**src/rtl/ysyx_23060096_ifu.sv**
```systemverilog
// Instruction fetch unit: owns the PC, one outstanding fetch, valid/ready to the core.
// Optional IFU_ALIGN_CHECK_EN: misaligned PCs raise a fetch fault instead of a request.
module ysyx_23060096_ifu #(
   parameter logic [31:0] RESET_PC = 32'h8000_0000,
   parameter logic [31:0] PC_STEP  = 32'd4
) (
   input  logic        clk,
   input  logic        rstn,
   output logic        req_valid,
   input  logic        req_ready,
   output logic [31:0] req_addr,
   input  logic        resp_valid,
   input  logic [31:0] resp_data,
   input  logic        resp_err,
   output logic        inst_valid,
   input  logic        inst_ready,
   output logic [31:0] inst,
   output logic [31:0] inst_pc,
   output logic        inst_fault,
   input  logic        redirect_valid,
   input  logic [31:0] redirect_pc,
   input  logic        halt,
   output logic        halted
);

   typedef enum logic [1:0] {
      S_REQ,
      S_WAIT,
      S_HOLD,
      S_HALT
   } state_t;

   state_t      r_state;
   state_t      w_next;
   logic [31:0] r_pc;
   logic [31:0] r_inst;
   logic [31:0] r_inst_pc;
   logic        r_fault;
   logic        r_kill;
   logic        r_halt_pend;
   logic        w_halt;
   logic        w_misalign;
   logic        w_req_fire;

`ifdef IFU_ALIGN_CHECK_EN
   assign w_misalign = |r_pc[1:0];
`else
   assign w_misalign = 1'b0;
`endif

   assign w_halt     = halt | r_halt_pend;
   assign w_req_fire = (r_state == S_REQ) & ~w_misalign & req_ready;

   always_ff @(posedge clk or negedge rstn) begin
      if (!rstn) begin
         r_state <= S_REQ;
      end else begin
         r_state <= w_next;
      end
   end

   always_comb begin
      w_next = r_state;
      unique case (r_state)
         S_REQ: begin
            if (w_req_fire)
               w_next = S_WAIT;
            else if (w_halt)
               w_next = S_HALT;
            else if (!redirect_valid && w_misalign)
               w_next = S_HOLD;
         end
         S_WAIT: begin
            // A killed or halting fetch still has to be drained.
            if (resp_valid) begin
               if (w_halt)
                  w_next = S_HALT;
               else if (redirect_valid || r_kill)
                  w_next = S_REQ;
               else
                  w_next = S_HOLD;
            end
         end
         S_HOLD: begin
            if (w_halt)
               w_next = S_HALT;
            else if (redirect_valid || inst_ready)
               w_next = S_REQ;
         end
         S_HALT: w_next = S_HALT;
         default: w_next = S_HALT;
      endcase
   end

   always_ff @(posedge clk or negedge rstn) begin
      if (!rstn) begin
         r_pc        <= RESET_PC;
         r_inst      <= 32'h0;
         r_inst_pc   <= 32'h0;
         r_fault     <= 1'b0;
         r_kill      <= 1'b0;
         r_halt_pend <= 1'b0;
      end else begin
         r_halt_pend <= w_halt;
         unique case (r_state)
            S_REQ: begin
               if (redirect_valid) begin
                  r_pc   <= redirect_pc;
                  r_kill <= w_req_fire;
               end else if (w_next == S_HOLD) begin
                  r_inst    <= 32'h0;
                  r_inst_pc <= r_pc;
                  r_fault   <= 1'b1;
               end
            end
            S_WAIT: begin
               if (redirect_valid) begin
                  r_pc   <= redirect_pc;
                  r_kill <= ~resp_valid;
               end else if (resp_valid) begin
                  r_kill <= 1'b0;
                  if (w_next == S_HOLD) begin
                     r_inst    <= resp_data;
                     r_inst_pc <= r_pc;
                     r_fault   <= resp_err;
                  end
               end
            end
            S_HOLD: begin
               if (redirect_valid)
                  r_pc <= redirect_pc;
               else if (!w_halt && inst_ready)
                  r_pc <= r_pc + PC_STEP;
            end
            S_HALT: ;
            default: ;
         endcase
      end
   end

   always_comb begin
      req_valid  = rstn & (r_state == S_REQ) & ~w_misalign;
      req_addr   = r_pc;
      inst_valid = (r_state == S_HOLD);
      inst       = r_inst;
      inst_pc    = r_inst_pc;
      inst_fault = r_fault;
      halted     = (r_state == S_HALT);
   end

endmodule

```
**config.mk**
```make
export PLATFORM = sky130hd
export DESIGN_NAME = ysyx_23060096_ifu
export DESIGN_NICKNAME = d
export VERILOG_FILES = /design/src/rtl/ysyx_23060096_ifu.sv
export SDC_FILE = /design/constraint.sdc
export NUM_CORES = 1
export LEC_CHECK = 0
export ABC_AREA = 1
export BUFFER_PORTS_ARGS = -buffer_cell sky130_fd_sc_hd__buf_2
export CORE_MARGIN = 1.5
export CORE_UTILIZATION = 32
export CTS_CLUSTER_SIZE = 24
export DETAILED_ROUTE_END_ITERATION = 8
export GPL_TIMING_DRIVEN = 0
export PLACE_DENSITY = 0.57
export SYNTH_ARGS = -nofsm -noshare
export SYNTH_HDL_FRONTEND = slang
export SYNTH_SLANG_ARGS = --single-unit
export TNS_END_PERCENT = 1
```
**constraint.sdc**
```tcl
create_clock -name clk -period 2 [get_ports clk]
set_input_delay 0.3 -clock clk [delete_from_list [all_inputs] [get_ports clk]]
set_output_delay 0.3 -clock clk [all_outputs]
set_load 0.03 [all_outputs]
```
==> summary.txt, run 1 <==
Synth Area in Adders: 0.239%
Die area: 17,100 um2
DRC: 0
Post-CTS setup buffers: 0
Area contributors post-synth: dfrtp_1 (48%), nand2_1 (19%), o21ai_1 (4.8%)
Post-place setup slack: 29.7 ps
Leak Pwr: 3.48 nW
Worst vdd ir: 0.717 mV
Simple-gate area share of the yosys netlist: 30.8%
Total GRT Usage: 20.9%
Clk buf depth: 2
Synthesized instance count: 681
NetSw: 3.11 mW
Std-Cell Rows: 46
Starting Density: 32.8%
I/O Buffers: 171
TritonCTS clock tree: built
Hold Crit Class: in -> reg
Synth Cell Area: 5230 um2
Worst r2r path cells: 8
Run status: completed
Comb power frac: 33.4%
Largest family of logic cells by synthesized area: simple AND/OR/NAND/NOR gates
Mux cell area share after synthesis: 0.430%
Final wirelength: 17,500 um
Worst Setup End Kind: output port
Antenna diodes: 0
Die X: 131 um
Sequential power share: 39.2%
Filler instances: 1,678
Fin area: 6830 um2
I/O pins: 172
Delay-heaviest family, CP: buffers and inverters
Clock transition at the registers of the reported paths: 70 ps
Final Cycle Share: 94.5%
Commonest cells in the netlist: nand2_1 (258), dfrtp_1 (100), nor2_1 (54)
Number of enable flip-flop cells after synthesis: 0
Final hold vios: 0
Most frequent CP cell: buf_4
Asr flop ratio synth: 100%
Total gr overflow: 0
Antenna violations before repair: 0
Distinct cell type count after synthesis: 37
H-tree depth: 3
Startpoint Class: input pin
DP Cell Count: 1,069
Register area share after synthesis: 48.3%
Routability cong.: 0.932
Yosys warns: 0
Post-Syn Area per Cell: 7.68 um2
Clock share of power: 27.4%
First-pass GRT wire length: 26,900 um
CP required: 1700 ps
Syn Nets: 754
Internal power: 4.31 mW
Clock Sinks: 101
Slew at the pin closest to its max-slew limit: 460 ps
Dpl hpwl: 12,900 um
Critical Path Stages: 5
Vias in the first global route: 5,026
Final TNS setup: 0 ps
DR WL/cell: 16.1 um
Post-synth top area share: 47.8%
Share of layout cells above drive strength 1: 29.5%
Most frequent cell after synthesis: nand2_1
Crit Path Max Fanout: 22
Nets: 941
Vias/cell: 4.73
Max Cap Violations: 0
Unrepaired setup endpoints after global routing: yes
Power Total: 7.42 mW
Core Footprint: 15,900 um2
Seq cells post-synth: 101
Yosys top cell by area: dfrtp_1
CP max stage delay: 520 ps
CP max stage cell: dlygate4sd3_1
Vias: 5,142
Primary FF master, synth: dfrtp_1
Worst Skew: 8.32 ps
Fmax achieved: 529 MHz
Number of buffers created by CTS: 9
Fin cells: 1,088
Largest net degree at the start of global routing: 46
Die Y: 131 um
Sw Share: 41.9%
Setup Viol. Count Final: 0
Max-slew violation count: 0
Cell Area, Placed: 6390 um2
Final min period: 1890 ps
Max_slew headroom: 69.3%
Xor and xnor area share after synthesis: 0.335%
Synth Area in Compound Gates: 12.3%
Drt first pass iters: 5
Post-route setup slack: 110 ps
Hold Path Depth: 2
P&R area growth vs syn: 30.6%
Worst-path cell chain: dlygate4sd3_1 -> buf_4 -> buf_16 -> nor3b_1 -> buf_4
Clock Latency Late Sink: 350 ps
Initial DRC Count: 297
CTS root buffer: clkbuf_16
WP buf/inv: 4
Critical path type: in -> out
Antenna-violating nets left: 0
Pwr Density: 1090 nW/um2
Arrival time at the worst endpoint: 1590 ps
layout make-up:
| class | instances | area [um2] | share of cell area, % |
|---|---|---|---|
| Sequential cell | 101 | 2530 | 37.0 |
| Multi-Input combinational cell | 503 | 2330 | 34.1 |
| Timing Repair Buffer | 176 | 966 | 14.1 |
| Tap cell | 216 | 270 | 3.96 |
| Clock buffer | 9 | 225 | 3.30 |
| Buffer | 29 | 214 | 3.13 |
| Inverter | 48 | 183 | 2.67 |
| Clock inverter | 6 | 113 | 1.65 |
metal layers:
metal	up-vias	part of all wire [%]	GRT usage, %
li1	2544	-	-
met1	2381	46	28.1
met2	194	45	33.6
met3	23	6.1	4.15
met4	0	2.0	7.76
met5	-	0	0
state kept, by name, indices dropped and copies added (netlist names):
signal	flops
r_halt_pend	1
inst	32
r_kill	1
r_state	2
inst_fault	1
inst_pc	32
req_addr	32
per-stage QoR:
stage | hold WS [ps] | util, %
after floorplan | 4.41 | -
after global placement | 463 | 39.9
after detailed placement | 318 | 40.1
after CTS | 157 | 42.7
after global routing | 169 | 42.9
final | 175 | 42.9
timing repair:
| action | CTS | global route |
|---|---|---|
| setup endpoints to repair | 0 | 19 |
| resized for setup | 0 | 13 |
| endpoints found under the hold margin | 36 | 0 |
| hold buffers | 4 | 0 |
worst paths after layout:
kind	startpoint	to	slack, ps
worst max-delay path	rstn	req_valid	110
max in group asynchronous	rstn	inst_fault	1090
worst min register to register	inst_pc[29]	inst_pc[29]	480
worst min-delay path	redirect_pc[1]	req_addr[1]	170
min in group asynchronous	rstn	req_addr[10]	470
worst max register to register	r_state[0]	inst_pc[13]	160
kinds of logic after synthesis:
kind of cell / count (synthesis)
adders and majority gates: 1
muxes: 2
xor gates and xnor gates: 2
AOI/OAI and AO/OA: 113
DFF: 101
buffers and inverters: 77
and+or+nand+nor: 385
worst register-to-register path, cell delays in order, from the launching register on:
cell     delay [ps]
dfrtp_1         480
nand2_1         180
nand3_1         180
nor2_8          230
nand3_4         160
buf_12          200
buf_6           150
nand2_1          70
o21ai_1          60
layout by cell type, fill, tap and decap left out, types with 2 or more instances in the layout:
master,synthesis,layout
nand2_2,3,4
o21a_1,10,10
clkbuf_1,6,4
xor2_1,2,2
o22ai_1,6,6
a31oi_1,2,2
dfrtp_1,100,100
buf_6,5,5
clkbuf_2,0,2
nor2_1,54,49
a21oi_1,14,14
buf_2,14,183
buf_4,1,3
clkbuf_16,0,9
nand2_1,258,257
bufinv_16,0,3
mux2_2,2,2
nand3_1,48,48
clkinv_4,0,2
nor2_2,3,7
o21ai_1,50,50
buf_12,2,4
inv_1,45,45
nand4_1,2,2
o21ai_0,19,19
inv_2,3,2
o21ai_2,9,9
or2_2,10,10
buf_16,0,2
power groups by stage:
| stage | clock network (mW) | logic (mW) | registers (mW) |
|---|---|---|---|
| 6_report | 2.03 | 2.48 | 2.91 |
| 5_1_grt | 2.17 | 2.75 | 2.97 |
| 4_1_cts | 2.09 | 2.47 | 2.90 |
| 3_5_place_dp | 0 | 2.43 | 2.94 |
| 3_3_place_gp | 0 | 2.42 | 2.94 |
| 2_1_floorplan | 0 | 0.989 | 3.44 |
No activity file was read; power rests on OpenSTA's default activity.
==> inputs of run 2 (changes only) <==
CORE_UTILIZATION = 51   (was 32)
PLACE_DENSITY = 0.82   (was 0.57)
==> run 2 against run 1 <==
The flow now finishes with violations (hold timing). Cell count decreased by 7.9%. Sequential cell count unchanged. Register-to-register slack got worse by 30 ps. Sequential power about the same. Critical path type is now reg -> reg. Combinational power decreased by 2%. Clock-buffer cell count unchanged. Total power decreased by 11%.
==> summary.txt, run 2 (synthesis gave the netlist of run 1 again) <==
Die Y: 104 um
Fin cells: 1,002
Max_slew headroom: 64.5%
Number of buffers created by CTS: 9
Antenna diodes: 0
Clk buf depth: 2
Routability cong.: 0.976
Worst Setup End Kind: flop
Critical path type: reg -> reg
Comb power frac: 37.1%
Internal power: 3.54 mW
Total GRT Usage: 28.0%
Total gr overflow: 0
Most frequent cells in the layout: nand2_1 (257), buf_2 (184), dfrtp_1 (100)
Core Footprint: 9860 um2
Vias: 5,283
Vias/cell: 5.27
Filler instances: 908
Max Cap Violations: 0
Post-layout util: 65.8%
Antenna-violating nets left: 0
Final hold vios: 52
TritonCTS clock tree: built
Initial DRC Count: 476
Nets: 937
Die area: 10,900 um2
Antenna violations before repair: 0
Clock Sinks: 101
Setup crit start: req_addr[3]
Vias in the first global route: 4,861
Share of layout cells above drive strength 1: 29.0%
Final TNS setup: 0 ps
Clock Latency Late Sink: 370 ps
Std-Cell Rows: 36
CTS root buffer: clkbuf_8
Slew at the pin closest to its max-slew limit: 533 ps
DP Cell Count: 986
Sw Share: 46.3%
Clock transition at the registers of the reported paths: 110 ps
Hold slack: -131 ps
Worst vdd ir: 0.726 mV
Sequential power share: 44.3%
Leak Pwr: 3.37 nW
Final wirelength: 15,000 um
Max-slew violation count: 0
Commonest non-fill, non-tap cell in the layout: nand2_1
Failing checks: hold timing
First-pass GRT wire length: 24,400 um
Largest net degree at the start of global routing: 55
Final min period: 1870 ps
Reg2reg setup slack: 130 ps
Clock share of power: 18.6%
CP required: 2270 ps
Crit Reg-Reg Endpoint: req_addr[20]
NetSw: 3.05 mW
Setup Viol. Count Final: 0
I/O Buffers: 171
DR WL/cell: 15.0 um
Dpl hpwl: 11,400 um
Die X: 104 um
Hold Crit Class: in -> async
Unrepaired setup endpoints after global routing: no
Final Cycle Share: 93.5%
Fmax achieved: 534 MHz
Pwr Density: 1010 nW/um2
Reg2reg start: req_addr[3]
Run status: complete, but fails checks
Crit Path Max Fanout: 6
Worst r2r path cells: 10
CP endpoint: req_addr[20]
Startpoint Class: flop
DRC: 0
Drt first pass iters: 6
Starting Density: 53.0%
I/O pins: 172
Arrival time at the worst endpoint: 2140 ps
P&R area growth vs syn: 24.0%
Worst Skew: 16.2 ps
H-tree depth: 3
[run 2: cell types whose count changed in the layout (fill, tap and decap cells not counted), sizes merged]
cell and change:
bufinv -3, dlygate4sd3 -1, inv +2, buf -3
clkinv +1, clkinvlp +1
[run 2: critical path, cell delays in order, from the launching register on]
cell     delay [ps]
dfrtp_1         450
ha_1            250
nand2_1          70
nor2_1          230
nand2_2         170
nor2_2          250
nand3_1         110
nand2_1          90
nand2_1          50
nand2_1          70
inv_1            30
[run 2: stage by stage]
step / area, um2 / worst slack [ps] / power [mW]
floorplan: 5230 / 237 / 4.43
global placement: 6250 / -912 / 5.29
detailed placement: 6280 / -13.1 / 5.33
CTS: 6470 / 71.9 / 6.56
global route: 6490 / 18.2 / 6.96
finish: 6490 / 129 / 6.59
[run 2: power by group through the flow]
| stage | logic (mW) | clock network [mW] | registers, mW |
|---|---|---|---|
| floorplan | 0.989 | 0 | 3.44 |
| global placement | 2.35 | 0 | 2.94 |
| detailed placement | 2.40 | 0 | 2.93 |
| CTS | 2.41 | 1.25 | 2.90 |
| global route | 2.66 | 1.33 | 2.96 |
| finish | 2.44 | 1.23 | 2.92 |
[run 2: worst min-delay path by stage]
stage	startpoint	end	slack, ps	cells past startpoint
5_1_grt	rstn	req_addr[30]	-100	1
2_1_floorplan	rstn	inst[0]	4	0
4_1_cts	rstn	req_addr[30]	-120	1
3_5_place_dp	rstn	inst[29]	390	1
3_3_place_gp	inst_pc[10]	inst_pc[10]	460	2
6_report	rstn	req_addr[30]	-130	1
[run 2: timing repair]
item	CTS	global route
buffers inserted	0	0
gates cloned	0	0
setup endpoints to repair	1	10
endpoints found under the hold margin	52	52
resized for setup	1	6
[run 2: final cells by class]
type / instances / area (um2) / share of cell area (%)
Buffer: 29 / 211 / 3.26
Clock buffer: 9 / 124 / 1.91
Clock inverter: 7 / 58.8 / 0.906
Inverter: 48 / 180 / 2.78
Multi-Input combinational cell: 503 / 2330 / 35.9
Sequential cell: 101 / 2530 / 39.0
Tap cell: 133 / 166 / 2.56
Timing Repair Buffer: 172 / 890 / 13.7
[run 2: layer usage]
| metal | vias to the layer above | wire (um) | GRT usage [%] | part of all wire (%) |
|---|---|---|---|---|
| met2 | 268 | 6930 | 43.8 | 46 |
| li1 | 2541 | - | - | - |
| met5 | - | 0 | 0 | 0 |
| met3 | 24 | 1280 | 5.70 | 8.5 |
| met1 | 2450 | 6490 | 38.9 | 43 |
| met4 | 0 | 292 | 9.23 | 1.9 |
